<file path="config.mk">
export PLATFORM = sky130hd
export DESIGN_NAME = rc4_ctrl
export DESIGN_NICKNAME = d
export VERILOG_FILES = /design/src/rtl/rc4_ctrl.sv
export SDC_FILE = /design/constraint.sdc
export NUM_CORES = 1
export LEC_CHECK = 0
export BUFFER_PORTS_ARGS = -buffer_cell sky130_fd_sc_hd__clkbuf_2
export CAP_MARGIN = 10
export CORE_ASPECT_RATIO = 2
export CORE_MARGIN = 3
export CORE_UTILIZATION = 54
export CTS_CLUSTER_SIZE = 24
export DETAILED_ROUTE_END_ITERATION = 6
export HOLD_SLACK_MARGIN = 0.05
export PLACE_DENSITY = 0.93
export SYNTH_ARGS = -nofsm -noshare
export SYNTH_HDL_FRONTEND = slang
export SYNTH_SLANG_ARGS = --single-unit
</file>
<file path="constraint.sdc">
create_clock -name clk -period 3.4 [get_ports clk]
set_input_delay 0.51 -clock clk [delete_from_list [all_inputs] [get_ports clk]]
set_output_delay 0.51 -clock clk [all_outputs]
set_load 0.02 [all_outputs]
</file>
<file path="src/rtl/rc4_ctrl.sv">
// rc4_ctrl: RC4 sequencer driving an external 256x8 S-box RAM through INIT, KSA and PRGA,
// streaming keystream bytes over valid/ready.
module rc4_ctrl #(
  parameter int KEY_BYTES = 3
) (
  input  logic                   clk,
  input  logic                   rst_n,
  input  logic                   start,
  input  logic                   abort,
  input  logic [8*KEY_BYTES-1:0] key,
  output logic                   busy,
  output logic                   ks_valid,
  output logic [7:0]             ks_data,
  input  logic                   ks_ready,
  output logic                   wen,
  output logic [7:0]             raddr_1,
  output logic [7:0]             waddr_2,
  output logic [7:0]             wdata_2,
  output logic [7:0]             addr_3,
  output logic [7:0]             wdata_3,
  input  logic [7:0]             rdata_1,
  input  logic [7:0]             rdata_3
);
  localparam int KW = KEY_BYTES > 1 ? $clog2(KEY_BYTES) : 1;
  typedef enum logic [2:0] {IDLE, INIT, KSA_RD, KSA_SW, PR_RD, PR_SW, PR_OUT, HOLD} state_t;
  state_t state, state_n;
  logic [7:0] i, j, si, sj, i_n, j_n, si_n, sj_n, ks_n, kbyte;
  logic [KW-1:0] kidx, kidx_n;
  assign kbyte = 8'(key >> {kidx, 3'b000});
  assign busy = state != IDLE;
  assign ks_valid = state == HOLD;
  always_ff @(posedge clk) begin
    if (!rst_n) begin
      state <= IDLE;
      i <= '0;
      j <= '0;
      si <= '0;
      sj <= '0;
      kidx <= '0;
      ks_data <= '0;
    end else begin
      state <= state_n;
      i <= i_n;
      j <= j_n;
      si <= si_n;
      sj <= sj_n;
      kidx <= kidx_n;
      ks_data <= ks_n;
    end
  end
  always_comb begin
    state_n = state;
    i_n = i;
    j_n = j;
    si_n = si;
    sj_n = sj;
    kidx_n = kidx;
    ks_n = ks_data;
    wen = 1'b0;
    raddr_1 = '0;
    waddr_2 = '0;
    wdata_2 = '0;
    addr_3 = '0;
    wdata_3 = '0;
    case (state)
      IDLE: begin
        state_n = start ? INIT : IDLE;
        i_n = '0;
      end
      INIT: begin
        wen = 1'b1;
        waddr_2 = i;
        wdata_2 = i;
        addr_3 = i + 8'd1;
        wdata_3 = i + 8'd1;
        i_n = i + 8'd2;
        state_n = i == 8'd254 ? KSA_RD : INIT;
        j_n = '0;
        kidx_n = '0;
      end
      KSA_RD: begin
        raddr_1 = i;
        si_n = rdata_1;
        j_n = j + rdata_1 + kbyte;
        state_n = KSA_SW;
      end
      KSA_SW: begin
        addr_3 = j;
        wen = 1'b1;
        waddr_2 = i;
        wdata_2 = rdata_3;
        wdata_3 = si;
        i_n = i + 8'd1;
        kidx_n = kidx == KW'(KEY_BYTES - 1) ? '0 : kidx + 1'b1;
        state_n = i == 8'hff ? PR_RD : KSA_RD;
        j_n = i == 8'hff ? '0 : j;
      end
      PR_RD: begin
        raddr_1 = i + 8'd1;
        i_n = i + 8'd1;
        si_n = rdata_1;
        j_n = j + rdata_1;
        state_n = PR_SW;
      end
      PR_SW: begin
        addr_3 = j;
        sj_n = rdata_3;
        wen = 1'b1;
        waddr_2 = i;
        wdata_2 = rdata_3;
        wdata_3 = si;
        state_n = PR_OUT;
      end
      PR_OUT: begin
        raddr_1 = si + sj;
        ks_n = rdata_1;
        state_n = HOLD;
      end
      HOLD: state_n = ks_ready ? PR_RD : HOLD;
      default: state_n = IDLE;
    endcase
    if (abort) state_n = IDLE;
  end
endmodule

</file>
==> flow_summary.ini, run 1 <==
[status]
status = complete, no violations

[flow_run]
cap_violations = 0

[yosys]
synth_adder_area_share_pct = 9.95
synthXorXnorAreaFrac_pct = 5.81
synth_edf_count = 0
synth-warning-count = 0
synthMuxAreaShare_pct = 4.70
synth_area_um2 = 3620
syn_nets = 554
synth_cell_types = 51
synth_top_family_by_area = compound AO/OA/AOI/OAI gates
ys_seq_elements = 45
ys_seq_area_share_pct = 24.9
synth.area.top_cells = dfxtp_1 25%, nand2_1 8.4%, ha_1 8.3%
synth_compound_area_share_pct = 27.9
synth_area_leader_cell = dfxtp_1
synth_ff_type = dfxtp_1
syn-instance-count = 482
syn_avg_cell_area_um2 = 7.51
synth_top_cell_area_share_pct = 24.9
synthSimpleGateAreaFrac_pct = 21.6
synthArstFlopShare_pct = 0

[placement]
placed_cells = 644
gp_congestion = 0.964
placement.io_buffers = 95
place_ws_ps = 58.6
dp_hpwl_mm = 9.00
placed_area_um2 = 4170

[floorplan]
die_area_um2 = 7780
core_um2 = 6410
ios = 96
initial_core_util_pct = 56.5
fp.dieH_um = 122
rows = 41
die_x_um = 63.9

[cts]
clkSlewWorstSetupHoldPaths_ps = 70
cts_resized = 0
postCtsHoldBufs = 0
cts_buffer_depth = 2
cts_tree = built
h-tree-depth = 2
cts_setup_buffers = 0
cts_root_buffer = clkbuf_16
clock_latency_ps = 290
clock_sinks = 45
numCtsBuffers = 5

[power]
intPower_mw = 0.947
power_frac_seq_pct = 42.0
p_total_mw = 1.27
power_frac_comb_pct = 12.6
power.share.clock_pct = 45.3
powerDensity_nw_per_um2 = 292
p_leak_nw = 2.01
swShare_pct = 25.4
ir_worst_vdd_uv = 270
p_switching_mw = 0.323

[final_layout]
n_antenna_cell = 0
layout_commonest_cell = clkbuf_2
area_growth_pct = 20.0
final_util_pct = 67.8
final_area_um2 = 4350
layout-drive-gt1-share_pct = 21.7
nets = 637
layout_common_cells = 95 x clkbuf_2, 81 x nand2_1, 45 x dfxtp_1
nFillCells = 505
final_cells = 652

[detailed_routing]
drt_iter0_markers = 304
drcViolationCount = 0
totalWireLength_mm = 11.7
ant_nets = 0
viasPerCell = 6.13
first_pass_iters = 5
vias = 3999
wire_per_inst_um = 17.9

[critical_path]
start_kind = input pin
worstPathArrival_ps = 3260
cp_max_fo = 4
critPathRequiredTime_ps = 3590
end_kind = register
crit_type = input pin to register

[timing]
report.final.slew_viol_count = 0
setup_slack_ps = 324
max_slew_margin_pct = 25.6
finalHoldViolCount = 0
rsz0062_at_grt = false
setup_tns_ps = 0
fin_skew_ps = 4.26
whs_ps = 479
fmax_mhz = 325
worstMarginPinSlew_ps = 1120
finalSetupViolations = 0
min_period_ps = 3080
fin_crit_sh_pct = 90.5

[global_routing]
grt.overflow.total = 0
grt_pass1_vias = 4096
grt_pass1_wl_mm = 18.6
grt_usage_pct = 30.4
antenna_found_initial = 0
grt_max_degree = 43

[worst_hold_path]
holdCritPathClass = register to register
-- routing by layer --
layer / vias up / global-route usage (%) / share of wire, %
met5: - / 0 / 0
met4: 0 / 23.7 / 6.9
met3: 51 / 3.97 / 6.0
met2: 189 / 57.7 / 54
met1: 1874 / 28.0 / 33
li1: 1885 / - / -
-- cell type report --
cell class	count	area (um^2)	area share, %
clock buffers	5	125	2.88
flip-flops and latches	45	901	20.7
inverters	15	56.3	1.30
well taps	86	108	2.48
multi-input cells	390	2540	58.4
repair buffers	108	573	13.2
clock inverters	3	46.3	1.07
-- final timing paths --
| kind | startpoint | to | slack, ps | cells past startpoint |
|---|---|---|---|---|
| worst min register to register | ks_data[3] | ks_data[3] | 480 | 2 |
| worst max-delay path | rdata_1[0] | j[7] | 320 | 13 |
| worst max register to register | j[0] | j[7] | 340 | 12 |
| worst min-delay path | ks_data[3] | ks_data[3] | 480 | 2 |
-- worst max-delay path, stage by stage --
cell and delay, ps:
clkbuf_2 110, ha_1 240, fa_1 430, a21o_2 210, a21oi_1 220, o21ai_0 150, xor2_1 170, ha_1 330
a21oi_1 160, o21ai_0 130, xnor2_1 160, a221o_1 280, and3_1 150
-- Yosys cell counts (2+ instances only) --
master	instances
o211ai_1	4
fa_1	3
nand3_1	8
mux2i_1	17
xor2_1	11
and3_1	12
clkbuf_1	22
nor2b_1	20
ha_1	24
a22oi_1	4
a21o_1	15
a21boi_0	17
nand2b_1	5
inv_1	14
a311oi_1	2
buf_2	9
dfxtp_1	45
nand2_1	81
a22o_1	6
a21oi_1	37
o21a_1	2
o211ai_2	2
o21ai_0	34
xnor2_1	13
nor3b_1	2
o221ai_1	3
a222oi_1	6
nor3_1	9
nor2_1	30
nand4_1	2
a211oi_1	3
-- power by group through the flow --
stage / Combinational, mW / Sequential [mW] / Clock [mW]
after CTS: 0.158 / 0.534 / 0.576
after global routing: 0.175 / 0.535 / 0.598
final: 0.161 / 0.534 / 0.576
after floorplan: 0.100 / 0.544 / 0
after detailed placement: 0.156 / 0.546 / 0
after global placement: 0.152 / 0.546 / 0
-- registers in the layout (all words and copies together) (netlist names) --
signal	flops
i	8
j	8
ks_data	8
si	8
sj	8
state	3
kidx	2
-- kinds of logic (layout without fill, tap and decap cells) --
group	Yosys count	count (layout)
AOI/OAI and AO/OA	150	150
adders and majority gates	27	27
and+or+nand+nor	172	172
buffers and inverters	47	131
muxes	17	17
xor gates and xnor gates	24	24
DFF	45	45
(Power assumes the default switching activity.)
==> run 2, diff against run 1 <==
RECOVER_POWER = 100   (was unset)
==> flow_summary.ini, run 2 (synthesis gave the netlist of run 1 again) <==
[timing]
worstMarginPinSlew_ps = 1130
finalHoldViolCount = 0
fin_skew_ps = 5.18
fmax_mhz = 322
finalSetupViolations = 0
fin_crit_sh_pct = 91.4
rsz0062_at_grt = false
max_slew_margin_pct = 24.6
setup_tns_ps = 0
min_period_ps = 3110
report.final.slew_viol_count = 0

[worst_hold_path]
whs_path_depth = 2
holdCritPathClass = register to register

[power]
intPower_mw = 0.946
swShare_pct = 25.4
p_total_mw = 1.27
powerDensity_nw_per_um2 = 297
power_frac_seq_pct = 42.2
power_frac_comb_pct = 12.5
p_leak_nw = 1.81
ir_worst_vdd_uv = 273
p_switching_mw = 0.322
power.share.clock_pct = 45.3

[placement]
placement.io_buffers = 95
gp_congestion = 0.964
placed_cells = 644
dp_hpwl_mm = 9.00

[final_layout]
layout-drive-gt1-share_pct = 11.7
final_cells = 652
layout_common_cells = 81 x nand2_1, 56 x clkbuf_1, 45 x dfxtp_1
n_antenna_cell = 0
nets = 637
area_growth_pct = 17.7
nFillCells = 544
layout_commonest_cell = nand2_1

[floorplan]
die_area_um2 = 7780
core_um2 = 6410
initial_core_util_pct = 56.5
rows = 41
ios = 96
die_x_um = 63.9
fp.dieH_um = 122

[critical_path]
end_kind = primary output
crit_path_max_incr_delay_ps = 400
start_kind = register
rr_worst_depth = 12
critPathRequiredTime_ps = 2890
crit_type = register to primary output
path_cells = ha_1, inv_1, fa_1, nor2b_1, o21ai_0, nand2b_1, a21o_1, a21oi_1, xor2_1, o221ai_1, clkbuf_1
ff2ff_setup_slack_ps = 340
cp_slowest_cell = fa_1
cp_max_fo = 3
worstPathArrival_ps = 2600

[global_routing]
grt_usage_pct = 30.4
grt_max_degree = 43
antenna_found_initial = 0
grt_pass1_vias = 4096
grt.overflow.total = 0
grt_pass1_wl_mm = 18.6

[detailed_routing]
totalWireLength_mm = 11.7
first_pass_iters = 5
vias = 3999
ant_nets = 0
viasPerCell = 6.13
wire_per_inst_um = 18.0
drcViolationCount = 0
drt_iter0_markers = 311

[status]
status = complete, no violations

[cts]
numCtsBuffers = 5
cts_buffer_depth = 2
clock_sinks = 45
postCtsHoldBufs = 0
clkSlewWorstSetupHoldPaths_ps = 70
cts_root_buffer = clkbuf_16
h-tree-depth = 2
cts_resized = 0
cts_setup_buffers = 0
clock_latency_ps = 290
cts_tree = built

[flow_run]
cap_violations = 0
-- run 2: changes by cell type in the layout (fill, tap and decap cells not counted), sizes merged --
cell / before / now
clkbuf: 100 / 104
buf: 13 / 9
-- run 2: metal layers --
layer,wire length [um],GRT usage (%),part of all wire (%),up-vias
met3,629,3.97,5.4,64
li1,-,-,-,1879
met5,0,0,0,-
met4,913,23.7,7.8,0
met2,6260,57.7,53,199
met1,3900,28.0,33,1857
-- run 2: power groups by stage --
stage          sequential, mW  clock, mW  combinational (mW)
2_1_floorplan           0.544          0               0.100
3_5_place_dp            0.546          0               0.156
3_3_place_gp            0.546          0               0.152
5_1_grt                 0.535      0.598               0.174
4_1_cts                 0.534      0.576               0.158
6_report                0.534      0.575               0.159
-- run 2: worst paths after layout --
check,from,end
setup / recovery,si[0],raddr_1[6]
hold / removal,ks_data[1],ks_data[1]
hold reg to reg,ks_data[1],ks_data[1]
setup reg to reg,j[0],j[7]
-- run 2: layout make-up --
cell class                 count  area [um^2]  area share [%]
multi-input combinational    390         2530            59.4
sequential                    45          901            21.1
timing repair buffer         108          493            11.6
clock buffer                   5          125            2.94
tap                           86          108            2.53
inverter                      15         56.3            1.32
clock inverter                 3         46.3            1.09
-- run 2: critical path, delay by kind of cell, from the launching register on --
| kind | cells | cell delay (ps) |
|---|---|---|
| AND/OR/NAND/NOR | 2 | 280 |
| buffers and inverters | 2 | 330 |
| XOR/XNOR | 1 | 150 |
| AO/OA/AOI/OAI | 4 | 580 |
| adder cells (fa/ha/maj) | 2 | 600 |
| flip-flops | 1 | 370 |
-- run 2: metrics by stage --
step | hold slack [ps] | worst slack [ps] | cell area [um^2] | util [%]
after global routing | 501 | 137 | 4260 | 66.4
final | 478 | 293 | 4260 | 66.4
after CTS | 480 | 364 | 4350 | 67.8
after detailed placement | 471 | 58.6 | 4170 | 65.1
after floorplan | 459 | 393 | 3620 | -
after global placement | 457 | 95.4 | 4170 | 65.1
